<file path="src/rtl/muldiv_pkg.sv">
// Shared definitions for the iterative RV32M multiply/divide unit: funct3 codes,
// FSM state encoding and iteration counter width.
package muldiv_pkg;

  localparam int CNT_W = 6;

  localparam logic [2:0] F3_MUL    = 3'b000;
  localparam logic [2:0] F3_MULH   = 3'b001;
  localparam logic [2:0] F3_MULHSU = 3'b010;
  localparam logic [2:0] F3_MULHU  = 3'b011;
  localparam logic [2:0] F3_DIV    = 3'b100;
  localparam logic [2:0] F3_DIVU   = 3'b101;
  localparam logic [2:0] F3_REM    = 3'b110;
  localparam logic [2:0] F3_REMU   = 3'b111;

  typedef enum logic [1:0] {
    IDLE = 2'd0,
    CALC = 2'd1,
    FIX  = 2'd2,
    DONE = 2'd3
  } state_t;

endpackage

</file>
<file path="src/rtl/muldiv_signfix.sv">
// Final sign correction and word selection for multiply and divide results.
// The low accumulator word doubles as the quotient, so one negator serves both paths.
module muldiv_signfix
  import muldiv_pkg::*;
#(
  parameter int WIDTH = 32
) (
  input  logic [2:0]         op,
  input  logic [2*WIDTH-1:0] prod,
  input  logic [WIDTH-1:0]   rem,
  input  logic               neg_q,
  input  logic               neg_r,
  output logic [WIDTH-1:0]   res
);

  logic [2*WIDTH-1:0] prod_fix;
  logic [WIDTH-1:0]   rem_fix;

  always_comb begin
    prod_fix = neg_q ? (~prod + 1'b1) : prod;
    rem_fix  = neg_r ? (~rem + 1'b1) : rem;
    res      = '0;
    case (op)
      F3_MUL, F3_DIV, F3_DIVU:      res = prod_fix[WIDTH-1:0];
      F3_MULH, F3_MULHSU, F3_MULHU: res = prod_fix[2*WIDTH-1:WIDTH];
      F3_REM, F3_REMU:              res = rem_fix;
      default:                      res = '0;
    endcase
  end

endmodule

</file>
<file path="src/rtl/muldiv_unit.sv">
// Iterative RV32M multiply/divide unit: shift-add multiply or restoring divide, one bit per cycle.
// Define MULDIV_DIV_EN to build the divide datapath; without it divide ops return 0 in one cycle.
module muldiv_unit
  import muldiv_pkg::*;
#(
  parameter int WIDTH = 32
) (
  input  logic             clk,
  input  logic             rstn,
  input  logic             start,
  input  logic [2:0]       funct3,
  input  logic [WIDTH-1:0] a,
  input  logic [WIDTH-1:0] b,
  output logic             busy,
  output logic             done,
  output logic [WIDTH-1:0] result
);

  localparam logic [WIDTH-1:0] MIN_NEG = {1'b1, {(WIDTH-1){1'b0}}};

  state_t             state_q;
  logic [CNT_W-1:0]   cnt_q;
  logic [2:0]         op_q;
  logic [2*WIDTH-1:0] acc_q;
  logic [WIDTH-1:0]   opnd_q;
  logic [WIDTH-1:0]   result_q;
  logic               neg_q_q, neg_r_q, busy_q, done_q;

  logic               a_signed, b_signed, sign_a, sign_b;
  logic [WIDTH-1:0]   mag_a, mag_b;
  logic               short_path;
  logic [WIDTH-1:0]   short_res;
  logic [WIDTH:0]     mul_sum;
  logic [2*WIDTH-1:0] mul_next;
  logic [WIDTH-1:0]   rem_word;
  logic [WIDTH-1:0]   fix_res;

  always_comb begin
    a_signed = (funct3 == F3_MULH) || (funct3 == F3_MULHSU) ||
               (funct3 == F3_DIV)  || (funct3 == F3_REM);
    b_signed = (funct3 == F3_MULH) || (funct3 == F3_DIV) || (funct3 == F3_REM);
    sign_a   = a_signed & a[WIDTH-1];
    sign_b   = b_signed & b[WIDTH-1];
    mag_a    = sign_a ? (~a + 1'b1) : a;
    mag_b    = sign_b ? (~b + 1'b1) : b;
  end

  // Multiplier lives in the low half and shifts out as the product shifts in.
  assign mul_sum  = {1'b0, acc_q[2*WIDTH-1:WIDTH]} + (acc_q[0] ? {1'b0, opnd_q} : '0);
  assign mul_next = {mul_sum, acc_q[WIDTH-1:1]};

`ifdef MULDIV_DIV_EN
  logic [WIDTH-1:0] rem_q;
  logic [WIDTH:0]   div_shift, div_diff;
  logic             div_zero, div_ovf;

  assign div_shift  = {rem_q, acc_q[WIDTH-1]};
  assign div_diff   = div_shift - {1'b0, opnd_q};
  assign div_zero   = (b == '0);
  assign div_ovf    = ~funct3[0] && (a == MIN_NEG) && (b == '1);
  assign short_path = funct3[2] && (div_zero || div_ovf);
  assign short_res  = funct3[1] ? (div_zero ? a : '0) : (div_zero ? '1 : MIN_NEG);
  assign rem_word   = rem_q;
`else
  assign short_path = funct3[2];
  assign short_res  = '0;
  assign rem_word   = '0;
`endif

  muldiv_signfix #(.WIDTH(WIDTH)) u_signfix (
    .op    (op_q),
    .prod  (acc_q),
    .rem   (rem_word),
    .neg_q (neg_q_q),
    .neg_r (neg_r_q),
    .res   (fix_res)
  );

  always_ff @(posedge clk or negedge rstn) begin
    if (!rstn) begin
      state_q  <= IDLE;
      cnt_q    <= '0;
      op_q     <= '0;
      acc_q    <= '0;
      opnd_q   <= '0;
      result_q <= '0;
      neg_q_q  <= 1'b0;
      neg_r_q  <= 1'b0;
      busy_q   <= 1'b0;
      done_q   <= 1'b0;
`ifdef MULDIV_DIV_EN
      rem_q    <= '0;
`endif
    end else begin
      case (state_q)
        IDLE: begin
          done_q <= 1'b0;
          if (start) begin
            op_q    <= funct3;
            neg_q_q <= sign_a ^ sign_b;
            neg_r_q <= sign_a;
            cnt_q   <= CNT_W'(WIDTH - 1);
            busy_q  <= 1'b1;
            acc_q   <= {{WIDTH{1'b0}}, (funct3[2] ? mag_a : mag_b)};
            opnd_q  <= funct3[2] ? mag_b : mag_a;
`ifdef MULDIV_DIV_EN
            rem_q   <= '0;
`endif
            if (short_path) begin
              result_q <= short_res;
              done_q   <= 1'b1;
              state_q  <= DONE;
            end else begin
              state_q  <= CALC;
            end
          end
        end
        CALC: begin
`ifdef MULDIV_DIV_EN
          if (op_q[2]) begin
            acc_q[WIDTH-1:0] <= {acc_q[WIDTH-2:0], ~div_diff[WIDTH]};
            rem_q <= div_diff[WIDTH] ? div_shift[WIDTH-1:0] : div_diff[WIDTH-1:0];
          end else begin
            acc_q <= mul_next;
          end
`else
          acc_q <= mul_next;
`endif
          cnt_q <= cnt_q - CNT_W'(1);
          if (cnt_q == '0) state_q <= FIX;
        end
        FIX: begin
          result_q <= fix_res;
          done_q   <= 1'b1;
          state_q  <= DONE;
        end
        DONE: begin
          done_q  <= 1'b0;
          busy_q  <= 1'b0;
          state_q <= IDLE;
        end
        default: state_q <= IDLE;
      endcase
    end
  end

  assign busy   = busy_q;
  assign done   = done_q;
  assign result = result_q;

endmodule

</file>
<file path="config.mk">
export PLATFORM = sky130hd
export DESIGN_NAME = muldiv_unit
export DESIGN_NICKNAME = d
export VERILOG_FILES = /design/src/rtl/muldiv_pkg.sv /design/src/rtl/muldiv_signfix.sv /design/src/rtl/muldiv_unit.sv
export SDC_FILE = /design/constraint.sdc
export NUM_CORES = 1
export LEC_CHECK = 0
export BUFFER_PORTS_ARGS = -buffer_cell sky130_fd_sc_hd__buf_2
export CORE_MARGIN = 4
export CORE_UTILIZATION = 35
export DETAILED_ROUTE_END_ITERATION = 6
export PLACE_DENSITY = 0.52
export SLEW_MARGIN = 25
export SYNTH_ARGS = -nofsm -noshare
export SYNTH_HDL_FRONTEND = slang
export SYNTH_HIERARCHICAL = 1
export SYNTH_SLANG_ARGS = --single-unit
</file>
<file path="constraint.sdc">
create_clock -name clk -period 2.9 [get_ports clk]
set_clock_uncertainty 0.2 [all_clocks]
set_input_delay 0.725 -clock clk [delete_from_list [all_inputs] [get_ports clk]]
set_output_delay 0.725 -clock clk [all_outputs]
set_load 0.005 [all_outputs]
</file>
==> Word level (Yosys, flattened, before mapping) <==
Cells that the tools add are included.
W data, S select, Z words.
{ "classes": {"eq_ne": 17, "bitwise": 6, "n_reduce_logical": 20, "muxes": 23, "n_addsub": 5} }
{ "ops": {"columns": ["op", "count"], "rows": [
  ["$mux W32", 7],
  ["$mux W64", 2],
  ["$pmux W64 S2", 1],
  ["$pmux W32 S3", 1],
  ["$add A32 B1 Y32 const B", 2],
  ["$add A64 B1 Y64 const B", 1],
  ["$not A32 Y32", 2],
  ["$not A64 Y64", 1],
  ["$pmux W32 S2", 1],
  ["$add A32 B32 Y33", 1],
  ["$eq A3 B3 Y1 const B", 6],
  ["$pmux W6 S2", 1],
  ["$eq A3 B2 Y1 const B", 3],
  ["$pmux W2 S4", 1],
  ["$reduce_and A2 Y1", 4],
  ["$eq A3 B1 Y1 const B", 2],
  ["$logic_not A6 Y1", 1],
  ["$mux W2", 3],
  ["$mux W6", 1],
  ["$ne A2 B2 Y1 const B", 3],
  ["$reduce_bool A2 Y1", 3],
  ["$reduce_or A3 Y1", 2],
  ["$sub A6 B1 Y6 const B", 1],
  ["$logic_or A1 B1 Y1", 5],
  ["other kinds (12)", 16]
]} }
{ "word_totals": {"inputBits": 70, "output_inout_bits": 34, "ff_bits": 142} }

==> Longest topological paths before layout <==
{ "logic_depth": {"word_depth": 9, "mapped_depth": 12, "depth_no_buf": 11} }

==> Cells and area by module <==
Netlist, hierarchy kept.
{ "modules_own_cells": {"columns": ["mod", "area_each_um2", "cells_per_inst", "n_inst"], "rows": [
  ["muldiv_unit", 9830.7, 1191, 1],
  ["muldiv_signfix", 3067.9, 473, 1]
]} }

==> Worst setup path before layout <==
OpenSTA, ideal clock, no wires.
{ "synth_path": {"path_kind": "register to register", "startpoint": "register acc_q[0]", "endpoint": "register acc_q[57]", "required_ps": 2574, "synth_period_minus_slack_ps": 3149, "path_stages_with_launch": 13, "setup_ps": 126, "arrival_time_ps": 2823, "slack_ps": -249, "n_path_buf": 1, "cell_sequence": "dfrtp_1 clkbuf_1 and2_1 ha_1 inv_1 fa_1 nor2b_1 o211ai_1 a21oi_1 a221oi_2 a2111oi_0 nor2_1 a221o_1"} }
{ "synth_between": {"elab_chain_cells": 3} }
{ "synth_lines": {"columns": ["element", "line_no", "text"], "rows": [
  ["from (decl)", "muldiv_unit.sv:24", "logic [2*WIDTH-1:0] acc_q;"],
  ["from (signal assigned)", "muldiv_unit.sv:104", "acc_q <= {{WIDTH{1'b0}}, (funct3[2] ? mag_a : mag_b)};"],
  ["from (signal assigned)", "muldiv_unit.sv:127", "acc_q <= mul_next;"],
  ["$mux W32", "muldiv_unit.sv:49", "assign mul_sum = {1'b0, acc_q[2*WIDTH-1:WIDTH]} + (acc_q[0] ? {1'b0, opnd_q} : '0);"],
  ["$add A32 B32 Y33", "muldiv_unit.sv:49", null],
  ["$pmux W64 S2", "muldiv_unit.sv:95", "case (state_q)"]
]} }
Every way passes these cells.
A chain may end at the register's enable or synchronous reset.

==> Worst setup path in the final report <==
{ "layout_path": {"startpoint": "register acc_q[0]", "endpoint": "register acc_q[61]"} }
The elaborated chain is that of the path after synthesis.

==> impl_results.md <==
- Pleak: approximately 8 nW
- Flops & latches, synth: 143
- RSZ-0062 raised after global routing: yes
- Crit start category: flop
- Mapped Area: ~13000 um2
- Initial antenna violation count: 0
- R2R depth: 11
- Number of synthesized flops with an enable pin: 0
- Synthesized instance count: roughly 1700
- Peak VDD IR: 0.5357 mV
- Max Cap Viol: 0
- Slowest cell on the critical path: a221oi_4
- CTS tree: yes
- Diode count: 0
- Placed cells: 2549
- CP peak stage delay: ~0.46 ns
- Initial Util: 35.32%
- H-tree levels: 4
- Critical path type: reg -> reg
- Pre-antenna DRT Iters: 5
- Slew headroom: around half
- Vias in the first global route: around 13000
- Required time worst endpoint: around 3 ns
- Worst EP arrival: 3.24 ns
- CTS Sinks: roughly 140
- R2R setup slack: -0.20 ns
- Final nets: 2230
- Routed vias/inst: 5.372
- Hold-fix buffers, CTS: 0
- First-pass GRT wire length: 78.12 mm
- WL per Instance: 19.79 um
- DP HPWL: 40.93 mm
- Area leader, netlist: dfrtp_1
- Min-delay worst type: in -> async
- 1st-iter DRT viols: ~870
- Netlist cell types: 85
- Slew Viols, Final: 0
- Worst r2r src: acc_q[0]
- Ranking of synthesized cells by area: dfrtp_1 28%, nand2_1 7.2%, xnor2_1 6.4%
- DRC: 0
- Asr flop ratio synth: 100.0%
- Top cell by count, worst path: a21oi_2
- Top-area cell type share of the netlist area: 27.74%
- GRT overflow: 0
- Gr usage total: 25.35%
- Setup violations, final: 8
- # IOs: 104
- Post-route insts no fill: 2597
- Post-route ant nets: 0
- Worst Path Max Fanout: 14
- Failing checks: setup timing
- Maximum clock rate: 0.3224 GHz
- FF-to-FF End: acc_q[61]
- Vert. Die Dim: 200.0 um
- Die Wd: between 150 and 200 um
- Fin worst setup slack: -0.2019 ns
- Power Total: 17.29 mW
- Post-synthesis sequential area ratio: around 28%
- Clock transition at path regs: about 0.070 ns
- Via count: ~14000
- Row count: 70
- CTS Buf Count: 17
- Root buffer cell: clkbuf_16
- Outcome: complete, but fails checks
- Port bufs: 103
- Final period utilization: 107.0%
- Synthesis-to-finish area growth: 37.67%
- Worst skew pair latency: 0.45 ns
- Critical Path, Cell by Cell: buf_6 -> buf_12 -> and2_1 -> ha_2 -> a21oi_2 -> o22ai_2 -> a311o_1 -> a221oi_4 -> a21oi_2 -> a31oi_2 -> mux2_4
- Routability Congestion: 0.9262
- Top FF cell, synth: dfrtp_1
- Drt total wl: 51.39 mm
- Final hold vios: 0
- Post-route minimum period: about 3.1 ns
- Die area: between 30000 and 40000 um2
- Core Area: 36520 um2
- CTS Buffer Depth: 2
- Share of post-route cells with drive strength above 1: 28.79%
- Crit. End Element: flop
- Avg Cell Area, Syn: 7.752 um2
- Power per cell area: 973.7 nW/um2
- Yosys Warn Count: 6
- Largest net degree at the start of global routing: 64
- Least-Margin Pin Slew: 0.7370 ns
[sequential cells by signal, summed over array words and instances (netlist names)]
name,count
state_q,2
op_q,3
neg_r_q,1
cnt_q,6
neg_q_q,1
done,1
result,32
busy,1
acc_q,64
opnd_q,32
[final cells by class]
class	count	area, um2
Clock buffer	21	470.5
Clock inverter	11	98.84
Fill cell	3612	18770
Inverter	39	151.4
Multi-Input combinational cell	1498	9891
Sequential cell	143	3581
Tap cell	468	585.6
Timing Repair Buffer	417	2979
[where the power goes]
| part | switching [mW] | internal [mW] | leakage [nW] |
|---|---|---|---|
| sequential | 0.773 | 2.82 | 1.80 |
| combinational | 6.71 | 4.80 | 5.92 |
| clock | 1.00 | 1.19 | 0.280 |
| total | 8.48 | 8.81 | 8.00 |
[cell families after synthesis]
| logic type | Yosys count | share of synthesized area [%] |
|---|---|---|
| fa+ha+maj | 44 | 4.326 |
| xor+xnor | 153 | 10.39 |
| other cells | 1 | 0.02907 |
| simple gates | 694 | 27.19 |
| buf+inv | 136 | 4.394 |
| compound gates | 461 | 23.35 |
| mux | 32 | 2.580 |
| flops | 143 | 27.74 |
[metrics by stage]
step / area [um2] / hold slack [ns] / setup slack, ns / utilization (%) / setup TNS [ns]
floorplan: 13450 / 0.2294 / -0.005599 / - / -0.009126
global placement: 16450 / 0.2469 / -0.2750 / 45.04 / -5.187
detailed placement: 16450 / 0.2513 / -0.3092 / 45.04 / -7.251
CTS: 17370 / 0.02150 / -0.1559 / 47.57 / -0.6826
global route: 17760 / 0.03790 / -0.2445 / 48.62 / -2.394
finish: 17760 / 0.01234 / -0.2019 / 48.62 / -0.3631
[cells in the final DEF, fill, tap and decap left out, types with 38 or more instances in the layout]
cell type / n
conb_1: 114
buf_4: 303
o21ai_0: 107
a21oi_1: 80
nand3_1: 79
nand2_1: 245
xnor2_1: 93
nor3_1: 38
buf_2: 103
dfrtp_1: 141
xor2_1: 58
nor2_1: 108
[metal layers]
layer | vias up | part of all wire [%] | global-route usage, %
met2 | 377 | 46 | 41.07
met1 | 6629 | 46 | 34.80
met3 | 75 | 4.6 | 3.642
li1 | 6870 | - | -
met4 | 0 | 3.2 | 8.755
met5 | - | 0 | 0
[how the worst max path moves through the flow]
stage / start / depth (start not counted) / to
6_report: acc_q[0] / 11 / acc_q[61]
5_1_grt: acc_q[0] / 11 / acc_q[61]
4_1_cts: acc_q[0] / 11 / acc_q[61]
3_5_place_dp: b[7] / 10 / opnd_q[19]
3_3_place_gp: b[7] / 10 / opnd_q[19]
2_1_floorplan: acc_q[0] / 12 / acc_q[57]
[critical path, delay by kind of cell (launching register included)]
| kind | cells | cell delay (ns) |
|---|---|---|
| AO/OA/AOI/OAI | 6 | 1.41 |
| buffers and inverters | 2 | 0.26 |
| AND/OR/NAND/NOR | 1 | 0.16 |
| adder cells (fa/ha/maj) | 1 | 0.22 |
| flip-flops | 1 | 0.41 |
| multiplexers | 1 | 0.32 |
[repair_timing]
action | 4_1_cts | 5_1_grt
resized for setup | 68 | 76
buffers inserted | 6 | 12
endpoints found under the setup margin | 33 | 47
pin swaps | 26 | 54
endpoints found under the hold margin | 0 | 0
[synthesized netlist by cell type, types with 17 or more instances]
cell,count
dfrtp_1,143
a31oi_1,25
nand4_1,19
nand3_1,83
nand2b_1,17
mux2i_1,22
a21oi_1,97
xnor2_1,94
nor4_1,19
o31ai_1,30
ha_1,43
nor2_1,113
clkbuf_1,80
a22oi_1,23
and2_1,40
or4_1,18
or3_1,28
inv_1,38
nor3_1,39
xor2_1,59
nand2_1,249
o21ai_0,122
Power figures use the tool's default switching activity.
